### config.mk
export PLATFORM = sky130hd
export DESIGN_NAME = mdio_master
export DESIGN_NICKNAME = d
export VERILOG_FILES = /design/src/rtl/mdio_master.sv
export SDC_FILE = /design/constraint.sdc
export NUM_CORES = 1
export LEC_CHECK = 0
export CAP_MARGIN = 20
export CORE_ASPECT_RATIO = 0.6
export CORE_UTILIZATION = 57
export CTS_CLUSTER_DIAMETER = 40
export CTS_CLUSTER_SIZE = 16
export DETAILED_ROUTE_END_ITERATION = 16
export PLACE_DENSITY = 0.95
export SKIP_CTS_REPAIR_TIMING = 1
export SYNTH_ARGS = -nofsm -noshare
export SYNTH_HDL_FRONTEND = slang
export SYNTH_SLANG_ARGS = --single-unit
### constraint.sdc
create_clock -name clk -period 4.7 [get_ports clk]
set_clock_uncertainty 0.05 [all_clocks]
set_input_delay 0.705 -clock clk [delete_from_list [all_inputs] [get_ports clk]]
set_output_delay 0.705 -clock clk [all_outputs]
set_load 0.02 [all_outputs]
### src/rtl/mdio_master.sv
// MDIO management frame master (preamble, header, turnaround, 16 data bits).
// Define MDIO_CL45_EN to allow Clause 45 (ST=00) frames through cmd_c45.
module mdio_master #(
  parameter int MDC_DIV = 2,
  parameter int PRE_LEN = 32
) (
  input  logic        clk,
  input  logic        reset,
  input  logic        cmd_valid,
  output logic        cmd_ready,
  input  logic [1:0]  cmd_op,
  input  logic        cmd_c45,
  input  logic [4:0]  cmd_phy,
  input  logic [4:0]  cmd_reg,
  input  logic [15:0] cmd_wdata,
  output logic [15:0] rd_data,
  output logic        data_rdy,
  output logic        rd_err,
  output logic        busy,
  output logic        mdc,
  output logic        mdio_oe,
  output logic        mdio_out,
  input  logic        mdio_in
);

  typedef enum logic [2:0] {IDLE, PRE, HDR, TA, DATA, DONE} state_t;

  localparam int DW = $clog2(MDC_DIV) + 1;
  localparam logic [DW-1:0] DIV_LO  = DW'(MDC_DIV - 1);
  localparam logic [DW-1:0] DIV_END = DW'(2 * MDC_DIV - 1);
  localparam logic [5:0] BIT_LAST = 6'(PRE_LEN + 31);
  localparam logic [5:0] BIT_TA2  = 6'(PRE_LEN + 15);

  state_t        state_q, state_d;
  logic [DW-1:0] div_q, div_d;
  logic [5:0]    bit_q, bit_d;
  logic [31:0]   frm_q, frm_d;
  logic          rd_q, rd_d;
  logic [15:0]   sh_q, sh_d;
  logic          ta_err_q, ta_err_d;
  logic [15:0]   rd_data_q, rd_data_d;
  logic          rd_err_q, rd_err_d;
  logic          mdc_q, mdc_d;
  logic          oe_q, oe_d;
  logic          out_q, out_d;
  logic [1:0]    st;
  logic [31:0]   frm_new;

`ifdef MDIO_CL45_EN
  assign st = cmd_c45 ? 2'b00 : 2'b01;
`else
  logic unused_c45;
  assign unused_c45 = cmd_c45;
  assign st = 2'b01;
`endif

  assign frm_new = {st, cmd_op, cmd_phy, cmd_reg, 2'b10, cmd_wdata};

  // Frame position -> phase; b counts cells from the first preamble bit.
  function automatic state_t cell_state(input logic [5:0] b);
    int i;
    i = int'(b);
    if (i < PRE_LEN) return PRE;
    if (i < PRE_LEN + 14) return HDR;
    if (i < PRE_LEN + 16) return TA;
    return DATA;
  endfunction

  function automatic logic cell_bit(input logic [5:0] b,
                                    input logic [31:0] f);
    int i;
    i = int'(b);
    if (i < PRE_LEN) return 1'b1;
    return f[5'(31 - i + PRE_LEN)];
  endfunction

  function automatic logic cell_oe(input logic [5:0] b,
                                   input logic rd);
    state_t s;
    s = cell_state(b);
    return !(rd && (s == TA || s == DATA));
  endfunction

  always_comb begin
    state_d   = state_q;
    div_d     = div_q;
    bit_d     = bit_q;
    frm_d     = frm_q;
    rd_d      = rd_q;
    sh_d      = sh_q;
    ta_err_d  = ta_err_q;
    rd_data_d = rd_data_q;
    rd_err_d  = rd_err_q;
    oe_d      = oe_q;
    out_d     = out_q;
    unique case (state_q)
      IDLE: begin
        if (cmd_valid) begin
          frm_d   = frm_new;
          rd_d    = cmd_op[1];
          div_d   = '0;
          bit_d   = '0;
          state_d = cell_state(6'd0);
          oe_d    = 1'b1;
          out_d   = cell_bit(6'd0, frm_new);
        end
      end
      DONE: state_d = IDLE;
      default: begin
        div_d = div_q + 1'b1;
        if (div_q == DIV_LO) begin
          if (state_q == DATA) sh_d = {sh_q[14:0], mdio_in};
          if (bit_q == BIT_TA2) ta_err_d = mdio_in;
        end
        if (div_q == DIV_END) begin
          div_d = '0;
          if (bit_q == BIT_LAST) begin
            state_d = DONE;
            oe_d    = 1'b0;
            out_d   = 1'b1;
            if (rd_q) begin
              rd_data_d = sh_q;
              rd_err_d  = ta_err_q;
            end else begin
              rd_err_d  = 1'b0;
            end
          end else begin
            bit_d   = bit_q + 1'b1;
            state_d = cell_state(bit_d);
            oe_d    = cell_oe(bit_d, rd_q);
            out_d   = cell_bit(bit_d, frm_q);
          end
        end
      end
    endcase
    mdc_d = (state_d != IDLE) && (state_d != DONE) && (div_d > DIV_LO);
  end

  always_ff @(posedge clk) begin
    if (reset) begin
      state_q   <= IDLE;
      div_q     <= '0;
      bit_q     <= '0;
      frm_q     <= '0;
      rd_q      <= 1'b0;
      sh_q      <= '0;
      ta_err_q  <= 1'b0;
      rd_data_q <= '0;
      rd_err_q  <= 1'b0;
      mdc_q     <= 1'b0;
      oe_q      <= 1'b0;
      out_q     <= 1'b1;
    end else begin
      state_q   <= state_d;
      div_q     <= div_d;
      bit_q     <= bit_d;
      frm_q     <= frm_d;
      rd_q      <= rd_d;
      sh_q      <= sh_d;
      ta_err_q  <= ta_err_d;
      rd_data_q <= rd_data_d;
      rd_err_q  <= rd_err_d;
      mdc_q     <= mdc_d;
      oe_q      <= oe_d;
      out_q     <= out_d;
    end
  end

  assign cmd_ready = (state_q == IDLE);
  assign busy      = (state_q != IDLE);
  assign data_rdy  = (state_q == DONE);
  assign rd_data   = rd_data_q;
  assign rd_err    = rd_err_q;
  assign mdc       = mdc_q;
  assign mdio_oe   = oe_q;
  assign mdio_out  = out_q;

endmodule
== Yosys cells after proc, flatten, opt, wreduce, memory -nomap -nowiden ==
Index checks and enable logic that the tools add are counted.
W data, S select, Z words.

* $add $sub $neg: 4
* Magnitude comparators: 5
* Equality and inequality tests: 11
* Mux-type cells: 51
* Bitwise operators: 2
* Reductions and logical operators: 17

{| class="wikitable"
|+ Operator list
! cell !! count
|-
| $mux W3 || 12
|-
| $mux W1 || 28
|-
| $lt A6 B6 Y1 const B || 3
|-
| $mux W6 || 3
|-
| $eq A6 B6 Y1 const B || 2
|-
| $pmux W6 S2 || 1
|-
| $reduce_and A3 Y1 || 4
|-
| $eq A3 B3 Y1 const B || 3
|-
| $reduce_and A4 Y1 || 2
|-
| $lt A5 B7 Y1 const B || 1
|-
| $add A6 B1 Y6 const B || 1
|-
| $pmux W3 S2 || 1
|-
| $reduce_bool A3 Y1 || 2
|-
| $add A5 B1 Y5 const B || 1
|-
| $bmux W1 S5 || 1
|-
| $sub A5 B5 Y5 const A || 1
|-
| $mux W2 || 2
|-
| $ne A2 B2 Y1 const B || 2
|-
| $pmux W1 S2 || 2
|-
| $pmux W2 S2 || 1
|-
| $eq A3 B2 Y1 const B || 1
|-
| $logic_and A1 B1 Y1 || 3
|-
| $logic_not A3 Y1 || 1
|-
| $ne A3 B3 Y1 const B || 1
|-
| other kinds (10) || 11
|}

* Flip-flop bits (word level): 79
* Bits of input ports: 33
* Output and inout port bits: 23
* Word-level logic and storage cells: 102

== Depth between registers and ports, before layout ==
* Depth in word-level cells: 28
* Depth in mapped cells: 10
* Depth with buffers taken out: 7

== Worst setup path before layout ==
OpenSTA, ideal clock, no wires.

* Path type: register to register
* From: reg bit_q[1]
* To: reg out_q (netlist: mdio_out)
* Arrival: 2.059 ns
* Data required time: 4.527 ns
* Slack: 2.468 ns
* Cell stages (with the launch flop): 7
* Path buffers: 0
* Period minus slack after synthesis: 2.232 ns
* Path through: dfxtp_1 -> ha_1 -> xor2_2 -> mux4_1 -> nor3b_2 -> a311oi_1 -> o21ai_1

* Word-level cells in the longest chain between the ends: 10
* Elaborated cells on any way between the ends: 16

{| class="wikitable"
|+ Ends and longest elaborated chain
! element !! RTL line !! RTL
|-
| start: declaration || 36 || <nowiki>logic [5:0] bit_q, bit_d;</nowiki>
|-
| start signal: assignment || 156 || <nowiki>bit_q <= bit_d;</nowiki>
|-
| $add A6 B1 Y6 || 128 || <nowiki>bit_d = bit_q + 1'b1;</nowiki>
|-
| $sub A5 B5 Y5 or $lt A6 B6 Y1 (tied branches) || 74, 73 ||
|-
| $add A5 B1 Y5 or $mux W1 (tied branches) || 74, 73 ||
|-
| $bmux W1 S5 or $mux W1 (tied branches) || 74, 117 ||
|-
| $mux W1, on equally long branches || 74, 115 ||
|-
| $mux W1, on equally long branches || 74, 96 ||
|-
| $mux W1 || 74 || <nowiki>return f[5'(31 - i + PRE_LEN)];</nowiki>
|-
| $mux W1 * || 117 || <nowiki>if (bit_q == BIT_LAST) begin</nowiki>
|-
| $mux W1 * || 115 || <nowiki>if (div_q == DIV_END) begin</nowiki>
|-
| $pmux W1 S2 * || 96 || <nowiki>unique case (state_q)</nowiki>
|-
| end signal: assignment || 165 || <nowiki>out_q <= out_d;</nowiki>
|-
| end: declaration || 45 || <nowiki>logic out_q, out_d;</nowiki>
|}

Every way passes the cells marked *; elsewhere a longest branch is shown, timed or not. The select of a mux whose other input is x is not followed.
A chain may end at the register's enable or synchronous reset.

== Final worst setup path ==
* From: reg bit_q[0]
* To: reg rd_data_q[4] (netlist: rd_data[4])

* Word-level cells in the longest chain between the ends: 2

{| class="wikitable"
|+ Ends and longest elaborated chain
! element !! RTL line !! RTL
|-
| $eq A6 B6 Y1 || 117 ||
|-
| $reduce_and A4 Y1 (no source line) || - ||
|-
| end signal: assignment || 161 || <nowiki>rd_data_q <= rd_data_d;</nowiki>
|-
| end: declaration || 41 || <nowiki>logic [15:0] rd_data_q, rd_data_d;</nowiki>
|}

No other way between the ends.

==> impl_metrics.py <==
metrics = {
    "grt": {
        "grt_pass1_vias": 2798,
        "overflow": 0,
        "grt_pass1_wl_um": 13200,
        "antenna_found_initial": 0,
        "grt_start_max_net_pins": 78,
        "grt_usage_pct": 28.2,
    },
    "worst_setup_path": {
        "criticalPathCategory": "reg -> reg",
        "endpoint_kind": "flop",
        "cp.arrival_ns": 3.42,
        "reg2reg_depth": 7,
        "start_kind": "flop",
        "reg2reg_slack_ns": 1.51,
        "cp.required_ns": 4.94,
        "worstReg2RegEnd": "rd_data[4]",
        "path_max_fanout": 18,
        "r2r_start": "bit_q[0]",
    },
    "clock_network": {
        "htree_num_levels": 3,
        "clock_path_buffers": 2,
        "clk_pin_slew_worst_paths_ns": 0.08,
        "tritoncts": "yes",
        "cts-root-buf": "clkbuf_8",
        "clock-sinks": 77,
        "cts_buffers": 9,
        "clock_latency_ns": 0.36,
    },
    "power_and_ir_drop": {
        "p_int_w": 0.000925,
        "vdd_ir_drop_max_v": 0.000186,
        "p_seq_share_pct": 55.2,
        "p_per_area_nw_per_um2": 304,
        "p_sw_share_pct": 25.4,
        "p_comb_share_pct": 8.6,
        "p_leak_nw": 1.36,
        "p_sw_w": 0.000316,
        "clock_power_share_pct": 36.2,
    },
    "cells_and_area": {
        "final_cell_area_um2": 4080,
        "antennaDiodeCount": 0,
        "regArea_um2": 1540,
        "multi_input_area_um2": 1690,
        "area_growth_syn_to_layout_pct": 19.7,
        "final_common_cell": "nand2_1",
        "fin_nets": 500,
        "num-fill-cells": 426,
        "drive_gt1_share_pct": 7.26,
        "layout_common_cells": "nand2_1 (132), dfxtp_1 (77), a21oi_1 (73), clkdlybuf4s50_1 (53), nor2_1 (22)",
    },
    "placement": {
        "gp_congestion": 0.908,
        "dpl_cell_area_um2": 3900,
        "io_buffers": 54,
        "place_hpwl_um": 5580,
    },
    "sta": {
        "slew_headroom_pct": 32.9,
        "drv_slew": 0,
        "period_needed_ns": 3.19,
        "hold_viol": 0,
        "setup_tns_ns": 0,
        "clock.fmax_ghz": 0.314,
        "rsz0062_at_grt": "false",
        "worstMarginPinSlew_ns": 1.01,
        "finalSetupViolCount": 0,
        "period_share_pct": 67.8,
    },
    "die": {
        "pin_count": 56,
        "die-height_um": 61.9,
        "start_util_pct": 60.0,
        "fp.dieW_um": 102,
        "die_area_um2": 6290,
        "coreArea_um2": 5680,
        "placementRows": 21,
    },
    "job": {
        "cap_violations": 0,
    },
    "synthesis": {
        "synth-seq-area-share_pct": 45.3,
        "synth.distinct_cells": 53,
        "synthCells": 431,
        "syn-num-nets": 467,
        "synthArstFlopShare_pct": 0,
        "synth_edf_count": 0,
        "avgSynthCellArea_um2": 7.90,
        "ys_warn_count": 0,
        "ys_ff_latch": 77,
        "syn-cell-area_um2": 3400,
        "synth_ff_type": "dfxtp_1",
    },
    "detailed_routing": {
        "ant_nets": 0,
        "post-route-drc-count": 0,
        "postRouteWirelength_um": 8510,
        "dr_total_vias": 3192,
        "firstDrtPassIters": 8,
        "wl_per_cell_um": 15.5,
        "viasPerCell": 5.82,
        "drtIter0Drc": 328,
    },
    "outcome": {
        "run_status": "finished, final reports clean",
    },
    "hold_path": {
        "hold_class": "reg -> reg",
        "min_from": "rd_data[1]",
        "min_to": "rd_data[1]",
        "hold_depth": 2,
    },
}
per-layer routing:
layer,part of all wire (%),track usage (%)
met1,41,35.3
met2,45,44.8
met3,9.5,8.84
met4,3.7,14.9
met5,0,0
logic make-up (layout without fill, tap and decap cells):
| family | Yosys count | count (layout) | share of synthesized area, % |
|---|---|---|---|
| flip-flops | 77 | 77 | 45.3 |
| buffers and inverters | 39 | 76 | 5.00 |
| AND/OR/NAND/NOR | 191 | 191 | 24.4 |
| multiplexers | 13 | 13 | 5.88 |
| AO/OA/AOI/OAI | 101 | 101 | 16.1 |
| adder cells (fa/ha/maj) | 3 | 3 | 1.10 |
| XOR/XNOR | 7 | 7 | 2.24 |
registers in the layout, indices dropped and copies added (netlist names):
signal,cells
mdio_out,1
state_q,3
rd_data,16
mdc,1
frm_q,29
bit_q,6
rd_err,1
mdio_oe,1
ta_err_q,1
sh_q,16
div_q,2
synth_stat cells, types with 2 or more instances:
cell / n / area (µm²)
nor3b_1: 2 / 15.0
xor2_1: 3 / 26.3
nor4_1: 3 / 18.8
buf_1: 2 / 7.51
xnor2_1: 2 / 17.5
dfxtp_1: 77 / 1540
a31oi_1: 3 / 18.8
nand2_1: 132 / 495
mux4_2: 4 / 90.1
a22oi_1: 4 / 30.0
ha_1: 3 / 37.5
and2_1: 2 / 12.5
nor3_1: 3 / 15.0
o21ai_0: 6 / 30.0
nor2b_1: 2 / 12.5
clkbuf_1: 20 / 75.1
mux2i_1: 5 / 50.1
nor2_1: 22 / 82.6
buf_2: 10 / 50.1
xor2_2: 2 / 32.5
inv_1: 4 / 15.0
a21oi_1: 73 / 365
nand3_1: 10 / 50.1
mux2_2: 2 / 22.5
o31ai_1: 2 / 15.0
o21ai_1: 6 / 30.0
worst max path at each step:
stage | slack [ns] | cells after the start | start | to
final | 1.51 | 7 | bit_q[0] | rd_data[4]
after global routing | 1.29 | 7 | bit_q[0] | rd_data[9]
after CTS | 1.57 | 6 | bit_q[0] | mdio_out
after detailed placement | 1.58 | 6 | bit_q[0] | mdio_out
after global placement | 1.67 | 6 | bit_q[0] | mdio_out
after floorplan | 2.47 | 6 | bit_q[1] | mdio_out
critical path, cell delays in order, from the launching register on:
cell and delay (ns):
dfxtp_1 0.81, ha_1 0.62, and3_1 0.40, nand3_2 0.19, nor2_4 0.19, and2_1 0.54, nand2_1 0.14, a21oi_1 0.16
power by group through the flow:
stage | combinational [W] | clock, W | sequential [W]
floorplan | 0.0000628 | 0 | 0.000695
finish | 0.000107 | 0.000450 | 0.000684
CTS | 0.000106 | 0.000449 | 0.000684
global placement | 0.000101 | 0 | 0.000698
global route | 0.000117 | 0.000479 | 0.000686
detailed placement | 0.000105 | 0 | 0.000699
per-stage QoR:
step	total power (W)	std cells	setup WS (ns)	utilization [%]	hold WS, ns
floorplan	0.000757	431	2.47	-	0.382
global placement	0.000799	533	1.67	68.8	0.392
detailed placement	0.000804	533	1.58	68.8	0.397
CTS	0.00124	548	1.57	71.8	0.407
global route	0.00128	548	1.29	71.8	0.427
finish	0.00124	548	1.51	71.8	0.405
layout make-up:
cell class / count / area share [%]
Clock buffer: 10 / 3.38
Clock inverter: 5 / 0.860
Tap cell: 80 / 2.46
Inverter: 5 / 0.461
Timing Repair Buffer: 56 / 13.5
Multi-Input combinational cell: 315 / 41.5
Sequential cell: 77 / 37.8
No activity file was read; power rests on OpenSTA's default activity.
